$ cat config.mk
export PLATFORM = sky130hd
export DESIGN_NAME = wb_regfile_flat
export DESIGN_NICKNAME = d
export VERILOG_FILES = /design/src/rtl/wb_regfile_pkg.sv /design/src/rtl/wb_regfile_if.sv /design/src/rtl/wb_regfile_gpr_array.sv /design/src/rtl/wb_regfile.sv /design/src/flat_wrapper.sv
export SDC_FILE = /design/constraint.sdc
export NUM_CORES = 2
export LEC_CHECK = 0
export CAP_MARGIN = 20
export CORE_MARGIN = 2
export CORE_UTILIZATION = 50
export CTS_CLUSTER_SIZE = 24
export DETAILED_ROUTE_END_ITERATION = 10
export PLACE_DENSITY = 0.68
export SYNTH_ARGS = -nofsm -noshare
export SYNTH_HDL_FRONTEND = slang
export SYNTH_SLANG_ARGS = --single-unit
export TNS_END_PERCENT = 5
$ cat constraint.sdc
create_clock -name clk -period 62.8 [get_ports clk]
set_input_delay 15.7 -clock clk [delete_from_list [all_inputs] [get_ports clk]]
set_output_delay 15.7 -clock clk [all_outputs]
set_load 0.03 [all_outputs]
$ cat src/rtl/wb_regfile_pkg.sv
// Shared register-file constants for the MEM/WB writeback block and its GPR array.
package wb_regfile_pkg;
  localparam int               REG_DATA_BUS  = 32;
  localparam int               REG_ADDR_BUS  = 5;
  localparam int               REG_NUM       = 32;
  localparam logic [31:0]      ZERO_WORD     = 32'h0000_0000;
  localparam logic [4:0]       REG_ZERO_ADDR = 5'd0;
endpackage

$ cat src/rtl/wb_regfile_if.sv
// Writeback / read-port bundle between MEM, ID and the register file.
// Signal names keep the regfile-side _i/_o suffixes so both ends trace to one list.
interface wb_regfile_if #(
  parameter int DATA_W = wb_regfile_pkg::REG_DATA_BUS,
  parameter int ADDR_W = wb_regfile_pkg::REG_ADDR_BUS
);
  logic              stall_i;
  logic              flush_i;
  logic [DATA_W-1:0] write_data_i;
  logic [ADDR_W-1:0] write_addr_i;
  logic              write_en_i;
  logic [DATA_W-1:0] hi_i;
  logic [DATA_W-1:0] lo_i;
  logic              whilo_i;
  logic              re1_i;
  logic              re2_i;
  logic [ADDR_W-1:0] raddr1_i;
  logic [ADDR_W-1:0] raddr2_i;
  logic [DATA_W-1:0] rdata1_o;
  logic [DATA_W-1:0] rdata2_o;
  logic [DATA_W-1:0] hi_o;
  logic [DATA_W-1:0] lo_o;
  logic              commit_en_o;
  logic [ADDR_W-1:0] commit_addr_o;
  logic [DATA_W-1:0] commit_data_o;

  // Register file side
  modport slave (
    input  stall_i, flush_i, write_data_i, write_addr_i, write_en_i,
           hi_i, lo_i, whilo_i, re1_i, re2_i, raddr1_i, raddr2_i,
    output rdata1_o, rdata2_o, hi_o, lo_o, commit_en_o, commit_addr_o, commit_data_o
  );

  // Pipeline (MEM/ID) side
  modport master (
    output stall_i, flush_i, write_data_i, write_addr_i, write_en_i,
           hi_i, lo_i, whilo_i, re1_i, re2_i, raddr1_i, raddr2_i,
    input  rdata1_o, rdata2_o, hi_o, lo_o, commit_en_o, commit_addr_o, commit_data_o
  );
endinterface

$ cat src/rtl/wb_regfile_gpr_array.sv
// GPR storage: one write port, two read ports with same-cycle write bypass.
// Entry 0 is never written and reads always return zero for address 0.
module gpr_array
  import wb_regfile_pkg::*;
#(
  parameter int DATA_W   = REG_DATA_BUS,
  parameter int ADDR_W   = REG_ADDR_BUS,
  parameter int NUM_REGS = REG_NUM
) (
  input  logic              clk,
  input  logic              rst,
  input  logic              we_i,
  input  logic [ADDR_W-1:0] waddr_i,
  input  logic [DATA_W-1:0] wdata_i,
  input  logic              re1_i,
  input  logic [ADDR_W-1:0] raddr1_i,
  output logic [DATA_W-1:0] rdata1_o,
  input  logic              re2_i,
  input  logic [ADDR_W-1:0] raddr2_i,
  output logic [DATA_W-1:0] rdata2_o
);
  localparam logic [DATA_W-1:0] ZERO  = DATA_W'(ZERO_WORD);
  localparam logic [ADDR_W-1:0] RZERO = ADDR_W'(REG_ZERO_ADDR);

  logic [DATA_W-1:0] mem_q [NUM_REGS];
  logic              wr_ok;

  // A write to $0 is dropped here so callers need not filter it
  assign wr_ok = we_i && (waddr_i != RZERO);

  // Storage update; slot 0 stays at its reset value forever
  always_ff @(posedge clk or posedge rst) begin
    if (rst) begin
      for (int i = 0; i < NUM_REGS; i++) mem_q[i] <= ZERO;
    end else begin
      for (int i = 1; i < NUM_REGS; i++)
        if (wr_ok && (waddr_i == ADDR_W'(i))) mem_q[i] <= wdata_i;
    end
  end

  // Read port 1: disabled/$0 -> 0, pending write wins over stored value
  always_comb begin
    rdata1_o = ZERO;
    if (re1_i && (raddr1_i != RZERO)) begin
      if (wr_ok && (waddr_i == raddr1_i)) rdata1_o = wdata_i;
      else                                rdata1_o = mem_q[raddr1_i];
    end
  end

  // Read port 2: same rules as port 1
  always_comb begin
    rdata2_o = ZERO;
    if (re2_i && (raddr2_i != RZERO)) begin
      if (wr_ok && (waddr_i == raddr2_i)) rdata2_o = wdata_i;
      else                                rdata2_o = mem_q[raddr2_i];
    end
  end
endmodule

$ cat src/rtl/wb_regfile.sv
// MEM/WB latch plus architectural GPR and HI/LO state. Everything visible on the
// outputs comes from the latch or the arrays, never straight from MEM inputs.
module wb_regfile
  import wb_regfile_pkg::*;
#(
  parameter int DATA_W   = REG_DATA_BUS,
  parameter int ADDR_W   = REG_ADDR_BUS,
  parameter int NUM_REGS = REG_NUM
) (
  input  logic         clk,
  input  logic         rst,
  wb_regfile_if.slave  bus
);
  localparam logic [DATA_W-1:0] ZERO  = DATA_W'(ZERO_WORD);
  localparam logic [ADDR_W-1:0] RZERO = ADDR_W'(REG_ZERO_ADDR);

  logic              wb_en_q,    wb_en_d;
  logic [ADDR_W-1:0] wb_addr_q,  wb_addr_d;
  logic [DATA_W-1:0] wb_data_q,  wb_data_d;
  logic              wb_whilo_q, wb_whilo_d;
  logic [DATA_W-1:0] wb_hi_q,    wb_hi_d;
  logic [DATA_W-1:0] wb_lo_q,    wb_lo_d;
  logic [DATA_W-1:0] hi_q, lo_q;
  logic              commit_en;

  // Latch next state: flush kills, else stall holds, else take MEM inputs
  always_comb begin
    wb_en_d    = wb_en_q;
    wb_addr_d  = wb_addr_q;
    wb_data_d  = wb_data_q;
    wb_whilo_d = wb_whilo_q;
    wb_hi_d    = wb_hi_q;
    wb_lo_d    = wb_lo_q;
    if (bus.flush_i) begin
      wb_en_d    = 1'b0;
      wb_whilo_d = 1'b0;
    end else if (!bus.stall_i) begin
      wb_en_d    = bus.write_en_i;
      wb_addr_d  = bus.write_addr_i;
      wb_data_d  = bus.write_data_i;
      wb_whilo_d = bus.whilo_i;
      wb_hi_d    = bus.hi_i;
      wb_lo_d    = bus.lo_i;
    end
  end

  // MEM/WB latch register; reset drops any in-flight writeback
  always_ff @(posedge clk or posedge rst) begin
    if (rst) begin
      wb_en_q    <= 1'b0;
      wb_addr_q  <= RZERO;
      wb_data_q  <= ZERO;
      wb_whilo_q <= 1'b0;
      wb_hi_q    <= ZERO;
      wb_lo_q    <= ZERO;
    end else begin
      wb_en_q    <= wb_en_d;
      wb_addr_q  <= wb_addr_d;
      wb_data_q  <= wb_data_d;
      wb_whilo_q <= wb_whilo_d;
      wb_hi_q    <= wb_hi_d;
      wb_lo_q    <= wb_lo_d;
    end
  end

  // HI/LO commit; rewriting the same held value during a stall is harmless
  always_ff @(posedge clk or posedge rst) begin
    if (rst) begin
      hi_q <= ZERO;
      lo_q <= ZERO;
    end else if (wb_whilo_q) begin
      hi_q <= wb_hi_q;
      lo_q <= wb_lo_q;
    end
  end

  assign commit_en = wb_en_q && (wb_addr_q != RZERO);

  gpr_array #(
    .DATA_W   (DATA_W),
    .ADDR_W   (ADDR_W),
    .NUM_REGS (NUM_REGS)
  ) u_gpr (
    .clk      (clk),
    .rst      (rst),
    .we_i     (commit_en),
    .waddr_i  (wb_addr_q),
    .wdata_i  (wb_data_q),
    .re1_i    (bus.re1_i),
    .raddr1_i (bus.raddr1_i),
    .rdata1_o (bus.rdata1_o),
    .re2_i    (bus.re2_i),
    .raddr2_i (bus.raddr2_i),
    .rdata2_o (bus.rdata2_o)
  );

  assign bus.hi_o          = wb_whilo_q ? wb_hi_q : hi_q;
  assign bus.lo_o          = wb_whilo_q ? wb_lo_q : lo_q;
  assign bus.commit_en_o   = commit_en;
  assign bus.commit_addr_o = wb_addr_q;
  assign bus.commit_data_o = wb_data_q;
endmodule

$ cat src/flat_wrapper.sv
// flat-port wrapper written by rule: the top's interface ports become plain ports
module wb_regfile_flat import wb_regfile_pkg::*;
#(
  parameter int DATA_W   = REG_DATA_BUS,
  parameter int ADDR_W   = REG_ADDR_BUS,
  parameter int NUM_REGS = REG_NUM
)
  (clk, rst, bus_stall_i, bus_flush_i, bus_write_data_i, bus_write_addr_i, bus_write_en_i, bus_hi_i, bus_lo_i, bus_whilo_i, bus_re1_i, bus_re2_i, bus_raddr1_i, bus_raddr2_i, bus_rdata1_o, bus_rdata2_o, bus_hi_o, bus_lo_o, bus_commit_en_o, bus_commit_addr_o, bus_commit_data_o);
  wb_regfile_if #(.DATA_W(DATA_W), .ADDR_W(ADDR_W)) bus_i ();
  input  logic clk;
  input  logic rst;
  input wire logic [$bits(bus_i.stall_i)-1:0] bus_stall_i;
  input wire logic [$bits(bus_i.flush_i)-1:0] bus_flush_i;
  input wire logic [$bits(bus_i.write_data_i)-1:0] bus_write_data_i;
  input wire logic [$bits(bus_i.write_addr_i)-1:0] bus_write_addr_i;
  input wire logic [$bits(bus_i.write_en_i)-1:0] bus_write_en_i;
  input wire logic [$bits(bus_i.hi_i)-1:0] bus_hi_i;
  input wire logic [$bits(bus_i.lo_i)-1:0] bus_lo_i;
  input wire logic [$bits(bus_i.whilo_i)-1:0] bus_whilo_i;
  input wire logic [$bits(bus_i.re1_i)-1:0] bus_re1_i;
  input wire logic [$bits(bus_i.re2_i)-1:0] bus_re2_i;
  input wire logic [$bits(bus_i.raddr1_i)-1:0] bus_raddr1_i;
  input wire logic [$bits(bus_i.raddr2_i)-1:0] bus_raddr2_i;
  output wire logic [$bits(bus_i.rdata1_o)-1:0] bus_rdata1_o;
  output wire logic [$bits(bus_i.rdata2_o)-1:0] bus_rdata2_o;
  output wire logic [$bits(bus_i.hi_o)-1:0] bus_hi_o;
  output wire logic [$bits(bus_i.lo_o)-1:0] bus_lo_o;
  output wire logic [$bits(bus_i.commit_en_o)-1:0] bus_commit_en_o;
  output wire logic [$bits(bus_i.commit_addr_o)-1:0] bus_commit_addr_o;
  output wire logic [$bits(bus_i.commit_data_o)-1:0] bus_commit_data_o;
  assign bus_i.stall_i = bus_stall_i;
  assign bus_i.flush_i = bus_flush_i;
  assign bus_i.write_data_i = bus_write_data_i;
  assign bus_i.write_addr_i = bus_write_addr_i;
  assign bus_i.write_en_i = bus_write_en_i;
  assign bus_i.hi_i = bus_hi_i;
  assign bus_i.lo_i = bus_lo_i;
  assign bus_i.whilo_i = bus_whilo_i;
  assign bus_i.re1_i = bus_re1_i;
  assign bus_i.re2_i = bus_re2_i;
  assign bus_i.raddr1_i = bus_raddr1_i;
  assign bus_i.raddr2_i = bus_raddr2_i;
  assign bus_rdata1_o = bus_i.rdata1_o;
  assign bus_rdata2_o = bus_i.rdata2_o;
  assign bus_hi_o = bus_i.hi_o;
  assign bus_lo_o = bus_i.lo_o;
  assign bus_commit_en_o = bus_i.commit_en_o;
  assign bus_commit_addr_o = bus_i.commit_addr_o;
  assign bus_commit_data_o = bus_i.commit_data_o;
  wb_regfile #(.DATA_W(DATA_W), .ADDR_W(ADDR_W), .NUM_REGS(NUM_REGS)) u_core (.clk(clk), .rst(rst), .bus(bus_i));
endmodule
; ---- Yosys cells after proc, flatten, opt, wreduce, memory -nomap -nowiden
; Index checks and enable logic that the tools add are counted.
[classes]
mux = 16
reduce_logical = 41
n_bitwise = 4
eq_ne = 34
order_cmp = 2
[ops]
columns = op, n
row1 = $bmux W32 S5, 2
row2 = $mux W32, 10
row3 = $eq A5 B5 Y1 const B, 16
row4 = $eq A5 B4 Y1 const B, 8
row5 = $logic_and A1 B1 Y1, 37
row6 = $eq A5 B3 Y1 const B, 4
row7 = $reduce_bool A5 Y1, 3
row8 = $ge A6 B6 Y1 const B, 2
row9 = $not A5 Y6, 2
row10 = $eq A5 B2 Y1 const B, 2
row11 = $eq A5 B5 Y1, 2
row12 = $eq A5 B1 Y1 const B, 1
row13 = $mux W1, 4
row14 = $ne A2 B1 Y1 const B, 1
row15 = $not A1 Y1, 2
row16 = $reduce_and A2 Y1, 1
[word_totals]
elab_cells = 136
reg_bits = 1159
out_inout_bits = 166

; ---- Longest topological paths before layout
[logic_depth]
word_depth = 6
mapped_depth = 9
depth_no_buf = 5

; ---- Modules after synthesis
; Synthesis repeated with hierarchy kept, for this count alone.
[hier_totals]
cells_unflattened = 4064
area_unflattened_um2 = 60325.4
[by_module_without_submodules]
columns = module, seq_area_each_um2, cells_each, area_each_um2, n_inst
row1 = gpr_array, 24823.8, 3706, 53657.7, 1
row2 = wb_regfile, 4179.0, 358, 6667.6, 1

; ---- Worst setup path after synthesis
; Ideal clock, no wire load.
[synth_timing]
path_type = input to output
startpoint = input port bus_raddr2_i[0]
endpoint = output port bus_rdata2_o[20]
setup_slack_ns = 29.422
arrival_time_ns = 17.678
stages = 9
cell_sequence = buf_2 buf_6 buf_4 buf_4 buf_2 a22oi_1 o21ai_0 o221ai_1 o31ai_1
[synth_between]
elab_chain_cells = 6
[synth_lines]
columns = element, line_no
row1 = "start, declared", flat_wrapper.sv:23  ; input wire logic [$bits(bus_i.raddr2_i)-1:0] bus_raddr2_i;
row2 = $not A5 Y6 (not written as such), wb_regfile_gpr_array.sv:55  ; else rdata2_o = mem_q[raddr2_i];
row3 = $bmux W32 S5, wb_regfile_gpr_array.sv:55
row4 = $mux W32 (not written as such) (2 in series), wb_regfile_gpr_array.sv:55
row5 = $mux W32, wb_regfile_gpr_array.sv:54  ; if (wr_ok && (waddr_i == raddr2_i)) rdata2_o = wdata_i;
row6 = $mux W32 *, wb_regfile_gpr_array.sv:53  ; if (re2_i && (raddr2_i != RZERO)) begin
row7 = "end, declared", flat_wrapper.sv:25  ; output wire logic [$bits(bus_i.rdata2_o)-1:0] bus_rdata2_o;
; Every way passes the cells marked *; elsewhere a longest branch is shown, timed or not. The select of a mux whose other input is x is not followed.

; ---- Final worst setup path
[layout_timing]
startpoint = input port bus_raddr2_i[1]
endpoint = output port bus_rdata2_o[28]
; Same word-level chain as after synthesis.

==> report_table.html <==
<table>
<tr><th>Metric</th><th>Value</th></tr>
<tr><th colspan="2">Setup path</th></tr>
<tr><td>Crit path capture type</td><td>output port</td></tr>
<tr><td>Arrival time of data at the critical path endpoint</td><td>20.93 ns</td></tr>
<tr><td>Setup slack on the worst flop-to-flop path</td><td>59.36 ns</td></tr>
<tr><td>Crit Path Max Fanout</td><td>56</td></tr>
<tr><td>Critical path class</td><td>input port to output port</td></tr>
<tr><td>Startpoint types</td><td>input port</td></tr>
<tr><td>Crit path launch</td><td>bus_raddr2_i[1]</td></tr>
<tr><td>Number of cells on the worst reg-to-reg path</td><td>5</td></tr>
<tr><td>Startpoint of the most critical register-to-register path</td><td>u_core.bus.commit_addr_o[1]</td></tr>
<tr><td>Capture point of the worst reg-to-reg path</td><td>u_core.u_gpr.mem_q[118]</td></tr>
<tr><td>Required time of the critical path</td><td>47.10 ns</td></tr>
<tr><th colspan="2">Clock tree</th></tr>
<tr><td>Clock tree from TritonCTS</td><td>done</td></tr>
<tr><td>Setup Buffers After CTS</td><td>0</td></tr>
<tr><td>Inserted Clock Buffers</td><td>133</td></tr>
<tr><td>Buffer type at the clock tree root</td><td>clkbuf_16</td></tr>
<tr><td>Clk slew on worst S/H paths</td><td>0.06 ns</td></tr>
<tr><td>H-Tree Depth</td><td>4</td></tr>
<tr><td>Number of cells upsized or downsized after cts</td><td>0</td></tr>
<tr><td>Clock sink count</td><td>1159</td></tr>
<tr><td>Number of buffers inserted for hold repair after clock tree synthesis</td><td>0</td></tr>
<tr><td>Insertion delay to the later sink of the worst-skew pair</td><td>0.79 ns</td></tr>
<tr><td>Deepest clock path buffer count</td><td>3</td></tr>
<tr><th colspan="2">Global routing</th></tr>
<tr><td>Maximum number of pins on one net before global-route repair</td><td>124</td></tr>
<tr><td>Via count of the first global-routing pass</td><td>41151</td></tr>
<tr><td>Final global-route overflow total</td><td>0</td></tr>
<tr><td>Wire length of the first global-routing pass</td><td>292000 um</td></tr>
<tr><td>M2 GR Usage</td><td>50.4%</td></tr>
<tr><td>Top Usage Layer GRT</td><td>met2</td></tr>
<tr><td>GRT Resource Usage Total</td><td>32.9%</td></tr>
<tr><td>Number of antenna violations at the first check in global routing</td><td>2</td></tr>
<tr><td>Met3 track demand over resource in global routing</td><td>7.15%</td></tr>
<tr><td>Grt met1 use</td><td>44.6%</td></tr>
<tr><th colspan="2">Status</th></tr>
<tr><td>Run status</td><td>finished, final reports clean</td></tr>
<tr><th colspan="2">Placement</th></tr>
<tr><td>HPWL reported at the end of detailed placement</td><td>118000 um</td></tr>
<tr><td>Number of buffer cells added on primary ports</td><td>284</td></tr>
<tr><td>Number of cells in the design after placement</td><td>5773</td></tr>
<tr><td>Final RePlAce weighted congestion</td><td>0.858</td></tr>
<tr><td>Instance area after placement</td><td>64400 um^2</td></tr>
<tr><th colspan="2">Synth</th></tr>
<tr><td>Syn. warnings</td><td>32</td></tr>
<tr><td>Cell taking the most area after synthesis</td><td>dfrtp_1</td></tr>
<tr><td>Avg Synthesized Cell Area</td><td>14.4 um^2</td></tr>
<tr><td>Number of synthesized register bits</td><td>1159</td></tr>
<tr><td>EDFF count, synth</td><td>0</td></tr>
<tr><td>Synth unique cells</td><td>66</td></tr>
<tr><td>Share of the synthesized area in the top cell type</td><td>48.2%</td></tr>
<tr><td>Number of instances in the synthesized netlist</td><td>4171</td></tr>
<tr><td>Post-Synthesis Cell Area</td><td>60100 um^2</td></tr>
<tr><td>Syn Nets</td><td>4290</td></tr>
<tr><td>Register area share after synthesis</td><td>48.2%</td></tr>
<tr><td>Cell types occupying the most area after synthesis</td><td>dfrtp_1 (48%), mux2_2 (24%), mux4_2 (13%)</td></tr>
<tr><td>Top_reg_cell synth</td><td>dfrtp_1</td></tr>
<tr><td>Post-synthesis async set-or-reset flop share</td><td>100%</td></tr>
<tr><th colspan="2">Timing</th></tr>
<tr><td>Worst slew slack as a fraction of its limit</td><td>12.7%</td></tr>
<tr><td>Max-slew violation count</td><td>0</td></tr>
<tr><td>Transition time of the tightest slew-check pin</td><td>1.31 ns</td></tr>
<tr><td>Clk_skew</td><td>0.0271 ns</td></tr>
<tr><td>Accumulated negative setup slack</td><td>0 ns</td></tr>
<tr><td>Final Critical Period</td><td>36.63 ns</td></tr>
<tr><td>Hold slack</td><td>0.492 ns</td></tr>
<tr><td>Highest clock rate</td><td>0.0273 GHz</td></tr>
<tr><td>Share of the clock period used by the worst path after layout</td><td>58.3%</td></tr>
<tr><td>Setup repair after global routing missed its margin</td><td>false</td></tr>
<tr><td>Number of setup violations in the final report</td><td>0</td></tr>
<tr><td>Hold Violations, Final</td><td>0</td></tr>
<tr><th colspan="2">Cells and area</th></tr>
<tr><td>Net count of the finished layout</td><td>4415</td></tr>
<tr><td>Area of the multi-input gates</td><td>29400 um^2</td></tr>
<tr><td>Final instance count without filler cells</td><td>5999</td></tr>
<tr><td>Layout cells sized above 1</td><td>46.7%</td></tr>
<tr><td>Register cell area after layout</td><td>29000 um^2</td></tr>
<tr><td>Count of filler cells inserted in the layout</td><td>9548</td></tr>
<tr><td>Final Core Density</td><td>57.4%</td></tr>
<tr><td>Post-synthesis to final-layout area growth</td><td>14.1%</td></tr>
<tr><td>Post-route design area</td><td>68600 um^2</td></tr>
<tr><th colspan="2">Floorplanning</th></tr>
<tr><td>Initial cell density of the core</td><td>50.3%</td></tr>
<tr><td>Core Footprint</td><td>120000 um^2</td></tr>
<tr><td>Area enclosed by the die boundary</td><td>123000 um^2</td></tr>
<tr><td>Die extent in x</td><td>351 um</td></tr>
<tr><td>DIE HEIGHT</td><td>351 um</td></tr>
<tr><td>Placement Rows</td><td>127</td></tr>
<tr><td>Count of boundary I/O pins</td><td>285</td></tr>
<tr><th colspan="2">Route</th></tr>
<tr><td>Number of vias per cell</td><td>6.84</td></tr>
<tr><td>Via count</td><td>41020</td></tr>
<tr><td>First-pass iteration count of the detailed router</td><td>5</td></tr>
<tr><td>Total Wirelength</td><td>201000 um</td></tr>
<tr><td>Number of nets still failing antenna checks after routing</td><td>0</td></tr>
<tr><td>Starting DRC count in detailed routing</td><td>4755</td></tr>
<tr><td>DRC Markers</td><td>0</td></tr>
<tr><td>Mean routed wirelength per cell</td><td>33.5 um</td></tr>
<tr><th colspan="2">Power</th></tr>
<tr><td>Switching power of the nets</td><td>709 uW</td></tr>
<tr><td>Leakage power</td><td>30.6 nW</td></tr>
<tr><td>Clk network pwr share</td><td>32.6%</td></tr>
<tr><td>Net switching fraction of the power</td><td>29.9%</td></tr>
<tr><td>Portion of total power attributed to combinational logic</td><td>23.8%</td></tr>
<tr><td>Reg power frac</td><td>43.7%</td></tr>
<tr><td>Peak supply drop</td><td>0.0299 mV</td></tr>
<tr><td>Internal power contribution</td><td>1.66 mW</td></tr>
<tr><td>Power per unit of standard cell area</td><td>34.6 nW/um^2</td></tr>
<tr><th colspan="2">Job</th></tr>
<tr><td>Number of maximum-capacitance violations</td><td>0</td></tr>
<tr><th colspan="2">Hold path</th></tr>
<tr><td>Type of the worst min-delay path</td><td>flip-flop to flip-flop</td></tr>
<tr><td>Hold path startpoint</td><td>u_core.lo_q[12]</td></tr>
<tr><td>Instance count along the most critical hold path</td><td>1</td></tr>
<tr><td>Capture endpoint of the worst hold path</td><td>u_core.lo_q[12]</td></tr>
</table>
-- critical path: stages --
cell             delay [ns]
buf_8                  0.46
buf_4                  0.84
buf_4                  0.83
o31ai_2                0.19
nor3_4                 1.08
buf_4                  0.57
a32o_1                 0.39
clkdlybuf4s50_1        0.75
-- cells by family (layout without fill, tap and decap cells) --
group	after synthesis	in the layout	share of synthesized area (%)
compound gates	477	477	6.07
xor+xnor	10	10	0.146
buf+inv	432	646	3.28
flops	1159	1159	48.2
mux	1805	1805	40.0
other cells	0	2	0
simple gates	288	288	2.27
-- cells in the mapped netlist (5+ instances only) --
cell type,number
a2111oi_0,6
a211oi_1,25
a21oi_1,71
a221o_1,34
a221oi_1,15
a22o_1,40
a22oi_1,68
a31oi_1,9
a32o_1,15
a32oi_1,13
and2_1,5
buf_1,49
buf_2,154
buf_4,34
clkbuf_1,186
dfrtp_1,1159
mux2_2,1290
mux2i_1,164
mux4_2,350
nand2_1,90
nand2b_1,21
nand3_1,17
nand4_1,5
nor2_1,86
nor2b_1,25
nor3_1,15
o211ai_1,12
o21ai_0,18
o221ai_1,49
o22ai_1,47
o2bb2ai_1,7
o31ai_1,23
or2_2,5
xnor2_1,10
-- area by class of cell --
class                      instances  area share (%)
antenna                            2         0.00729
clock inverter                    43           0.720
timing repair buffer             417            5.72
multi-input combinational       2580            42.8
sequential                      1159            42.3
tap                             1612            2.94
inverter                           5          0.0383
clock buffer                     181            5.49
-- worst max path at each step --
stage	to	slack, ns	cells past startpoint
after global placement	bus_rdata2_o[20]	26.37	9
after CTS	bus_rdata2_o[20]	26.37	9
after floorplan	u_core.bus.commit_addr_o[0]	14.46	1
final	bus_rdata2_o[28]	26.17	8
after detailed placement	bus_rdata2_o[20]	26.38	9
after global routing	bus_rdata2_o[8]	26.15	10
-- sequential cells by signal, indices dropped and copies added (netlist names) --
name / flops
u_core.bus.commit_data_o: 32
u_core.bus.commit_addr_o: 5
u_core.u_gpr.mem_q: 992
u_core.wb_en_q: 1
u_core.wb_lo_q: 32
u_core.hi_q: 32
u_core.wb_whilo_q: 1
u_core.wb_hi_q: 32
u_core.lo_q: 32
-- power by group through the flow --
stage	combinational (mW)	clock (mW)	sequential, mW
after floorplan	0.410	0	1.01
after global placement	0.549	0	1.03
after detailed placement	0.561	0	1.04
after CTS	0.563	0.781	1.03
after global routing	0.598	0.814	1.06
final	0.564	0.773	1.04
-- cells in the final DEF (no fill, tap or decap), types with 20 or more instances in the layout --
cell	n
a221o_1	34
nor2b_1	20
mux4_2	350
clkbuf_1	23
clkbuf_16	134
a211oi_1	25
clkinv_2	20
o31ai_1	23
o221ai_1	49
clkbuf_8	24
clkdlybuf4s50_1	274
dfrtp_1	1158
nor2_1	73
a22oi_1	68
mux2i_1	164
a22o_1	40
mux2_2	1290
o22ai_1	47
a21oi_1	71
buf_4	132
nand2_1	78
-- stage by stage --
| stage | setup WS [ns] | power, mW |
|---|---|---|
| after global routing | 26.15 | 2.47 |
| after floorplan | 14.46 | 1.42 |
| after detailed placement | 26.38 | 1.60 |
| after CTS | 26.37 | 2.38 |
| final | 26.17 | 2.37 |
| after global placement | 26.37 | 1.58 |
-- routing by layer --
metal | wire, um | up-vias
met5 | 0 | -
met4 | 10800 | 0
met3 | 19000 | 562
met2 | 91900 | 2340
met1 | 79000 | 21826
li1 | - | 16292
(Power assumes the default switching activity.)
